### src/rtl/instr_mem_loader_pkg.sv
// Shared definitions for the instruction memory loader and the fetch stage.
package instr_mem_loader_pkg;

  // Loader FSM state encoding (3 bits).
  typedef enum logic [2:0] {
    StIdle   = 3'd0,
    StLenHi  = 3'd1,
    StLenLo  = 3'd2,
    StDataHi = 3'd3,
    StDataLo = 3'd4,
    StWrite  = 3'd5,
    StDone   = 3'd6
  } state_t;

  // Stream header length in bytes (LEN_HI, LEN_LO).
  localparam int unsigned HDR_BYTES  = 2;
  // Instruction word size in bytes; also the fetch PC increment.
  localparam int unsigned WORD_BYTES = 2;

endpackage

### src/rtl/instr_mem_loader_if.sv
// Byte-stream handshake bundle between the host byte source and the loader.
interface instr_mem_loader_if;
  logic       in_valid;
  logic [7:0] in_data;
  logic       in_ready;

  modport master (output in_valid, output in_data, input in_ready);
  modport slave  (input in_valid, input in_data, output in_ready);
endinterface

### src/rtl/instr_mem_loader_byte_pair_assembler.sv
// Captures a high byte then a low byte into a 16-bit word; word_valid_o pulses the
// cycle after the low byte is captured.
module instr_mem_loader_byte_pair_assembler (
  input  logic        clk_i,
  input  logic        reset_i,
  input  logic        hi_we_i,
  input  logic        lo_we_i,
  input  logic [7:0]  byte_i,
  output logic [15:0] word_o,
  output logic        word_valid_o
);

  logic [15:0] word_q;
  logic        valid_q;

  // Byte capture registers and the one-cycle valid strobe.
  always_ff @(posedge clk_i) begin
    if (reset_i) begin
      word_q  <= '0;
      valid_q <= 1'b0;
    end else begin
      valid_q <= lo_we_i;
      if (hi_we_i) word_q[15:8] <= byte_i;
      if (lo_we_i) word_q[7:0]  <= byte_i;
    end
  end

  assign word_o       = word_q;
  assign word_valid_o = valid_q;

endmodule

### src/rtl/instr_mem_loader.sv
// Loads a length-prefixed byte-stream program image into the 16-bit instruction memory
// and holds the CPU in reset while the load runs.
module instr_mem_loader
  import instr_mem_loader_pkg::*;
#(
  parameter int unsigned       ADDR_W      = 16,
  parameter int unsigned       DEPTH_WORDS = 256,
  parameter logic [ADDR_W-1:0] BASE_ADDR   = '0
) (
  input  logic                clk,
  input  logic                reset,
  input  logic                start,
  instr_mem_loader_if.slave   in_bus,
  output logic                mem_we,
  output logic [ADDR_W-1:0]   mem_addr,
  output logic [15:0]         mem_wdata,
  output logic                busy,
  output logic                done,
  output logic                error,
  output logic                cpu_hold
);

  localparam int unsigned CNT_W = $clog2(DEPTH_WORDS + 1);

  state_t            state_q, state_d;
  logic [7:0]        len_hi_q, len_hi_d;
  logic [CNT_W-1:0]  len_q, len_d;
  logic [CNT_W-1:0]  cnt_q, cnt_d;
  logic [ADDR_W-1:0] addr_q, addr_d;
  logic              err_q, err_d;
  logic              hs;
  logic              hi_we, lo_we;
  logic [15:0]       n_full;

  assign hs     = in_bus.in_valid & in_bus.in_ready;
  assign n_full = {len_hi_q, in_bus.in_data};

  // FSM state register.
  always_ff @(posedge clk) begin
    if (reset) state_q <= StIdle;
    else       state_q <= state_d;
  end

  // Length, word counter, address and error registers.
  always_ff @(posedge clk) begin
    if (reset) begin
      len_hi_q <= '0;
      len_q    <= '0;
      cnt_q    <= '0;
      addr_q   <= BASE_ADDR;
      err_q    <= 1'b0;
    end else begin
      len_hi_q <= len_hi_d;
      len_q    <= len_d;
      cnt_q    <= cnt_d;
      addr_q   <= addr_d;
      err_q    <= err_d;
    end
  end

  // Next-state, counter updates and byte-capture strobes.
  always_comb begin
    state_d          = state_q;
    len_hi_d         = len_hi_q;
    len_d            = len_q;
    cnt_d            = cnt_q;
    addr_d           = addr_q;
    err_d            = err_q;
    hi_we            = 1'b0;
    lo_we            = 1'b0;
    in_bus.in_ready  = 1'b0;
    unique case (state_q)
      StIdle, StDone: begin
        if (start) begin
          state_d = StLenHi;
          addr_d  = BASE_ADDR;
          cnt_d   = '0;
          err_d   = 1'b0;
        end
      end
      StLenHi: begin
        in_bus.in_ready = 1'b1;
        if (hs) begin
          len_hi_d = in_bus.in_data;
          state_d  = StLenLo;
        end
      end
      StLenLo: begin
        in_bus.in_ready = 1'b1;
        if (hs) begin
          if (n_full == 16'd0) begin
            state_d = StDone;
          end else if (32'(n_full) > DEPTH_WORDS) begin
            // Oversized image: finish without consuming the rest of the stream.
            state_d = StDone;
            err_d   = 1'b1;
          end else begin
            len_d   = CNT_W'(n_full);
            state_d = StDataHi;
          end
        end
      end
      StDataHi: begin
        in_bus.in_ready = 1'b1;
        hi_we           = hs;
        if (hs) state_d = StDataLo;
      end
      StDataLo: begin
        in_bus.in_ready = 1'b1;
        lo_we           = hs;
        if (hs) state_d = StWrite;
      end
      StWrite: begin
        addr_d  = addr_q + ADDR_W'(WORD_BYTES);
        cnt_d   = cnt_q + CNT_W'(1);
        state_d = (cnt_d < len_q) ? StDataHi : StDone;
      end
      default: state_d = StIdle;
    endcase
  end

  // mem_we coincides with StWrite: the assembler strobe follows the low-byte handshake.
  instr_mem_loader_byte_pair_assembler u_assembler (
    .clk_i        (clk),
    .reset_i      (reset),
    .hi_we_i      (hi_we),
    .lo_we_i      (lo_we),
    .byte_i       (in_bus.in_data),
    .word_o       (mem_wdata),
    .word_valid_o (mem_we)
  );

  assign mem_addr = addr_q;
  assign busy     = (state_q == StLenHi)  || (state_q == StLenLo) ||
                    (state_q == StDataHi) || (state_q == StDataLo) ||
                    (state_q == StWrite);
  assign done     = (state_q == StDone);
  assign error    = err_q;
  assign cpu_hold = busy;

endmodule

### src/flat_wrapper.sv
// flat-port wrapper written by rule: the top's interface ports become plain ports
module instr_mem_loader_flat import instr_mem_loader_pkg::*;
#(
  parameter int unsigned       ADDR_W      = 16,
  parameter int unsigned       DEPTH_WORDS = 256,
  parameter logic [ADDR_W-1:0] BASE_ADDR   = '0
)
  (clk, reset, start, mem_we, mem_addr, mem_wdata, busy, done, error, cpu_hold, in_bus_in_valid, in_bus_in_data, in_bus_in_ready);
  instr_mem_loader_if in_bus_i ();
  input  logic clk;
  input  logic reset;
  input  logic start;
  output logic mem_we;
  output logic [ADDR_W-1:0] mem_addr;
  output logic [15:0] mem_wdata;
  output logic busy;
  output logic done;
  output logic error;
  output logic cpu_hold;
  input wire logic [$bits(in_bus_i.in_valid)-1:0] in_bus_in_valid;
  input wire logic [$bits(in_bus_i.in_data)-1:0] in_bus_in_data;
  output wire logic [$bits(in_bus_i.in_ready)-1:0] in_bus_in_ready;
  assign in_bus_i.in_valid = in_bus_in_valid;
  assign in_bus_i.in_data = in_bus_in_data;
  assign in_bus_in_ready = in_bus_i.in_ready;
  instr_mem_loader #(.ADDR_W(ADDR_W), .DEPTH_WORDS(DEPTH_WORDS), .BASE_ADDR(BASE_ADDR)) u_core (.clk(clk), .reset(reset), .start(start), .in_bus(in_bus_i), .mem_we(mem_we), .mem_addr(mem_addr), .mem_wdata(mem_wdata), .busy(busy), .done(done), .error(error), .cpu_hold(cpu_hold));
endmodule
### config.mk
export PLATFORM = sky130hd
export DESIGN_NAME = instr_mem_loader_flat
export DESIGN_NICKNAME = d
export VERILOG_FILES = /design/src/rtl/instr_mem_loader_pkg.sv /design/src/rtl/instr_mem_loader_if.sv /design/src/rtl/instr_mem_loader_byte_pair_assembler.sv /design/src/rtl/instr_mem_loader.sv /design/src/flat_wrapper.sv
export SDC_FILE = /design/constraint.sdc
export NUM_CORES = 1
export LEC_CHECK = 0
export CAP_MARGIN = 20
export CORE_MARGIN = 4
export CORE_UTILIZATION = 35
export CTS_CLUSTER_SIZE = 12
export DETAILED_ROUTE_END_ITERATION = 8
export GPL_ROUTABILITY_DRIVEN = 0
export RECOVER_POWER = 25
export SLEW_MARGIN = 40
export SYNTH_ARGS = -nofsm -noshare
export SYNTH_HDL_FRONTEND = slang
export SYNTH_SLANG_ARGS = --single-unit
export TNS_END_PERCENT = 100
### constraint.sdc
create_clock -name clk -period 2.8 [get_ports clk]
set_clock_uncertainty 0.15 [all_clocks]
set_input_delay 0.28 -clock clk [delete_from_list [all_inputs] [get_ports clk]]
set_output_delay 0.28 -clock clk [all_outputs]
set_load 0.02 [all_outputs]
; ---- Yosys cells after proc, flatten, opt, wreduce, memory -nomap -nowiden
; Index checks and enable logic that the tools add are counted.
[totals]
register_bits = 63
out_inout_bits = 38
word_cells = 65
[classes]
add_sub_neg = 2
magnitude_cmp = 2
eq_ne = 13
n_mux = 21
n_bitwise = 3
n_reduce_logical = 15
[op_table]
columns = cell, count
row1 = case mux 16 bit (2 select lines), 1
row2 = 2-to-1 mux 3 bit, 8
row3 = case mux 3 bit (6 select lines), 1
row4 = case mux 9 bit (2 select lines), 1
row5 = adder 16 x 2 -> 16 bit (second input constant), 1
row6 = > comparator 16 x 9 -> 1 bit (second input constant), 1
row7 = zero test 16 bit, 1
row8 = 2-to-1 mux 16 bit, 1
row9 = != test 2 x 1 -> 1 bit (second input constant), 5
row10 = AND reduction 5 bit, 2
row11 = adder 9 x 1 -> 9 bit (second input constant), 1
row12 = == test 3 bit (second input constant), 3
row13 = < comparator 9 bit, 1
row14 = 2-to-1 mux 9 bit, 1
row15 = 2-to-1 mux 1 bit, 7
row16 = == test 3 x 2 -> 1 bit (second input constant), 2
row17 = logical OR 1 bit, 4
row18 = != test 2 bit (second input constant), 2
row19 = AND reduction 2 bit, 2
row20 = AND reduction 4 bit, 1
row21 = nonzero test 2 bit, 2
row22 = OR reduction 4 bit, 1
row23 = == test 3 x 1 -> 1 bit (second input constant), 1
row24 = zero test 3 bit, 1
row25 = other kinds (4), 5

; ---- Logic depth before layout (Yosys ltp)
[depth]
word_depth = 6
mapped_depth = 10
mapped_depth_nobuf = 10

; ---- Hierarchy
; Synthesis repeated with hierarchy kept, for this count alone.
[hier_totals]
hier_cells = 351
hier_area_um2 = 3014.1
[modules_own_cells]
columns = mod, instances, cells_each, area_per_inst_um2, seq_area_each_um2
row1 = instr_mem_loader, 1, 297, 2406.1, 900.9
row2 = instr_mem_loader_byte_pair_assembler, 1, 54, 608.1, 340.3

; ---- Least setup slack after synthesis
; No wires, ideal clock.
[synth_timing]
path_type = flip-flop to flip-flop
from = register u_core.cnt_q[0]
to = register u_core.state_q[0]
setup_ns = 0.115
t_arrival_ns = 2.247
slack_ns = 0.288
stages_incl_launch_ff = 11
n_path_buf = 0
path_cell_list = dfxtp_1 ha_1 nand3_1 nor3_1 xor2_1 ha_1 nand4_1 or2_2 o31ai_1 nor4_1 o21a_1
[synth_between]
elab_chain_cells = 4
[synth_lines]
columns = item, line_no
row1 = from (decl), instr_mem_loader.sv:28  ; logic [CNT_W-1:0] cnt_q, cnt_d;
row2 = from (signal assigned), instr_mem_loader.sv:55  ; cnt_q <= cnt_d;
row3 = adder 9 x 1 -> 9 bit, instr_mem_loader.sv:115  ; cnt_d = cnt_q + CNT_W'(1);
row4 = < comparator 9 bit, instr_mem_loader.sv:116  ; state_d = (cnt_d < len_q) ? StDataHi : StDone;
row5 = 2-to-1 mux 3 bit, instr_mem_loader.sv:116
row6 = case mux 3 bit (6 select lines), instr_mem_loader.sv:72  ; unique case (state_q)
row7 = to (signal assigned), instr_mem_loader.sv:40  ; if (reset) state_q <= StIdle;
row8 = to (signal assigned), instr_mem_loader.sv:41  ; else state_q <= state_d;
row9 = to (decl), instr_mem_loader.sv:25  ; state_t state_q, state_d;
; Every way passes these cells.
; A chain may end at the register's enable or synchronous reset.

; ---- Worst setup path after layout
; Ends and elaborated chain as after synthesis.

==> impl_metrics.py <==
metrics = {
    "setup_path": {
        "r2r_setup_slack_ps": 180,
        "cp.required_ps": 2890,
        "path_class": "flop to flop",
        "timing.rr.start": "u_core.cnt_q[0]",
        "cp.arrival_ps": 2700,
        "end_kind": "flop",
        "critical_path.max_fanout": 6,
        "rr_endpoint": "u_core.state_q[0]",
        "rr_worst_depth": 11,
        "crit_path_start_kind": "flop",
    },
    "synthesis": {
        "ys_ff_latch": 62,
        "avgSynthCellArea_um2": 7.793,
        "yosysTopAreaCell": "dfxtp_1",
        "ys.flop_type": "dfxtp_1",
        "synth_edf_count": 0,
        "async_flop_share": 0,
        "ys_warn_count": 0,
        "synth_cell_types": 48,
        "synth_area_leaders": "dfxtp_1 (41%), a21oi_1 (8.6%), nand2_1 (8.4%), nor2_1 (4.8%), ha_1 (4.1%)",
        "synthesis.area_mm2": 0.003032,
        "synth.net_count": 411,
        "synth_cells": 389,
        "synth_top_area_frac": 0.4094,
        "synth_sequential_area_ratio": 0.4094,
    },
    "global_routing": {
        "grt_max_degree": 26,
        "grt.total_usage": 0.1560,
        "grt_pass1_vias": 2613,
        "grt_pass1_wl_mm": 12.56,
        "grt_antenna_before_repair": 0,
        "grt-ovfl-total": 0,
    },
    "die": {
        "fp.dieW_um": 101.1,
        "fp.dieH_um": 101.1,
        "coreArea_mm2": 0.008341,
        "num_io_pins": 50,
        "die_area_mm2": 0.01022,
        "start_util": 0.3635,
        "std_cell_rows": 33,
    },
    "layout": {
        "layout-drive-gt1-share": 0.07973,
        "syn_to_final_growth_pct": 26.21,
        "nFillCells": 849,
        "diodes": 0,
        "stdcell_count": 544,
        "layout_common_cells": "nand2_1 (68), dfxtp_1 (62), a21oi_1 (52)",
        "fin_area_mm2": 0.003826,
        "fin_nets": 456,
        "layout_commonest_cell": "nand2_1",
    },
    "route": {
        "wl_per_cell_um": 14.31,
        "drtIter0Drc": 129,
        "wl_mm": 7.786,
        "drc": 0,
        "via_per_inst": 5.294,
        "ant_nets": 0,
        "via_count": 2880,
        "drt_pass1_iterations": 4,
    },
    "worst_hold_path": {
        "min_to": "u_core.len_q[7]",
        "min_path_type": "primary input to flop",
        "min-delay-start": "reset",
        "hold-path-cell-count": 2,
    },
    "sta": {
        "tightestPinTransition_ps": 540.6,
        "setup_violations": 0,
        "maxSlewViolCount": 0,
        "fin_crit_ps": 2616,
        "tns_ps": 0,
        "rsz0062_at_grt": "no",
        "fin_crit_sh": 0.9342,
        "fmax_mhz": 382.3,
        "finalHoldViolCount": 0,
        "maxSlewHeadroom": 0.6383,
    },
    "clocking": {
        "cts_buffers": 9,
        "cts.clk_slew.worst_paths_ps": 70,
        "ctsLongestPathBuffers": 2,
        "cts_root_buffer": "clkbuf_8",
        "cts.sinks": 62,
        "cts_tree": "done",
        "insertion_delay_ps": 340,
        "cts_max_level": 3,
    },
    "run": {
        "maxCapViolCount": 0,
    },
    "place": {
        "place_inst": 528,
        "numPortBuffers": 48,
        "post_dp_cell_area_mm2": 0.003607,
        "dpl.hpwl_mm": 5.413,
    },
    "power": {
        "ir_drop_mv": 0.3029,
        "power_mw": 2.066,
        "power.density_mw_per_mm2": 540.0,
        "leakage_nw": 1.460,
    },
    "run_status": {
        "status": "complete, no violations",
    },
}
layout make-up:
type / instances / area (um^2) / area share
Multi-Input combinational cell: 291 / 1639 / 0.4284
Sequential cell: 62 / 1241 / 0.3244
Timing Repair Buffer: 60 / 561.8 / 0.1468
Clock buffer: 12 / 145.1 / 0.03793
Tap cell: 105 / 131.4 / 0.03434
Clock inverter: 4 / 70.07 / 0.01831
Inverter: 10 / 37.54 / 0.009810
per-stage QoR:
stage               hold slack (ps)  worst slack (ps)  utilization
floorplan                     266.0             288.1            -
global placement              288.4             246.1       0.4325
detailed placement            295.5             133.3       0.4325
CTS                           136.0             48.99       0.4583
global route                  156.9             3.668       0.4587
finish                        147.6             184.2       0.4587
synth_stat cells (6+ instances only):
library cell,instances
clkbuf_1,15
a21oi_1,52
nor4_1,6
dfxtp_1,62
o21ai_0,18
nand2_1,68
and3_1,6
ha_1,10
nor2_1,39
mux2i_1,10
inv_1,10
nand3_1,16
buf_2,7
registers in the layout, summed over array words and instances (netlist names):
register and cells:
u_core.len_hi_q 8, u_core.len_q 9, u_core.mem_addr 15, u_core.u_assembler.word_valid_o 1, u_core.state_q 3, u_core.error 1
u_core.u_assembler.word_o 16, u_core.cnt_q 9
critical path: stages, from the launching register on:
cell	delay (ps)
dfxtp_1	430
ha_2	250
nand3_1	140
buf_4	190
nor2_1	150
xor2_1	90
ha_1	300
nand4_1	110
or2_2	310
o31ai_1	100
nor4_1	100
o21a_1	190
how the worst max path moves through the flow:
stage / slack (ps) / from / cells after the start / endpoint
floorplan: 290 / u_core.cnt_q[0] / 10 / u_core.state_q[0]
global placement: 250 / u_core.cnt_q[0] / 10 / u_core.state_q[0]
detailed placement: 130 / u_core.cnt_q[0] / 10 / u_core.state_q[0]
CTS: 50 / u_core.cnt_q[0] / 10 / u_core.state_q[0]
global route: 4 / u_core.cnt_q[0] / 11 / u_core.state_q[0]
finish: 180 / u_core.cnt_q[0] / 11 / u_core.state_q[0]
kinds of logic (layout without fill, tap and decap cells):
| logic type | after synthesis | after routing | share of synthesized area |
|---|---|---|---|
| DFF | 62 | 62 | 0.4094 |
| xor gates and xnor gates | 8 | 8 | 0.02311 |
| muxes | 12 | 12 | 0.04045 |
| buffers and inverters | 36 | 86 | 0.05241 |
| adders and majority gates | 10 | 10 | 0.04127 |
| other | 1 | 1 | 0.001237 |
| and+or+nand+nor | 167 | 167 | 0.2567 |
| AOI/OAI and AO/OA | 93 | 93 | 0.1754 |
routing by layer:
metal	track usage	vias to the layer above	wire length, um
met5	0	-	0
met2	0.2450	92	3611
met3	0.04844	15	454
met4	0.06339	0	112
met1	0.1979	1328	3607
li1	-	1445	-
repair_timing:
action,in CTS,in global routing
hold endpoints to repair,0,0
hold buffers,0,0
setup buffers,0,0
endpoints found under the setup margin,0,2
resized for setup,0,2
report_power, final:
part | switching (mW) | total, mW | internal, mW
Clock | 0.355 | 0.878 | 0.523
Sequential | 0.0269 | 0.928 | 0.901
Combinational | 0.151 | 0.260 | 0.108
Total | 0.533 | 2.07 | 1.53
No activity file was read; power rests on OpenSTA's default activity.
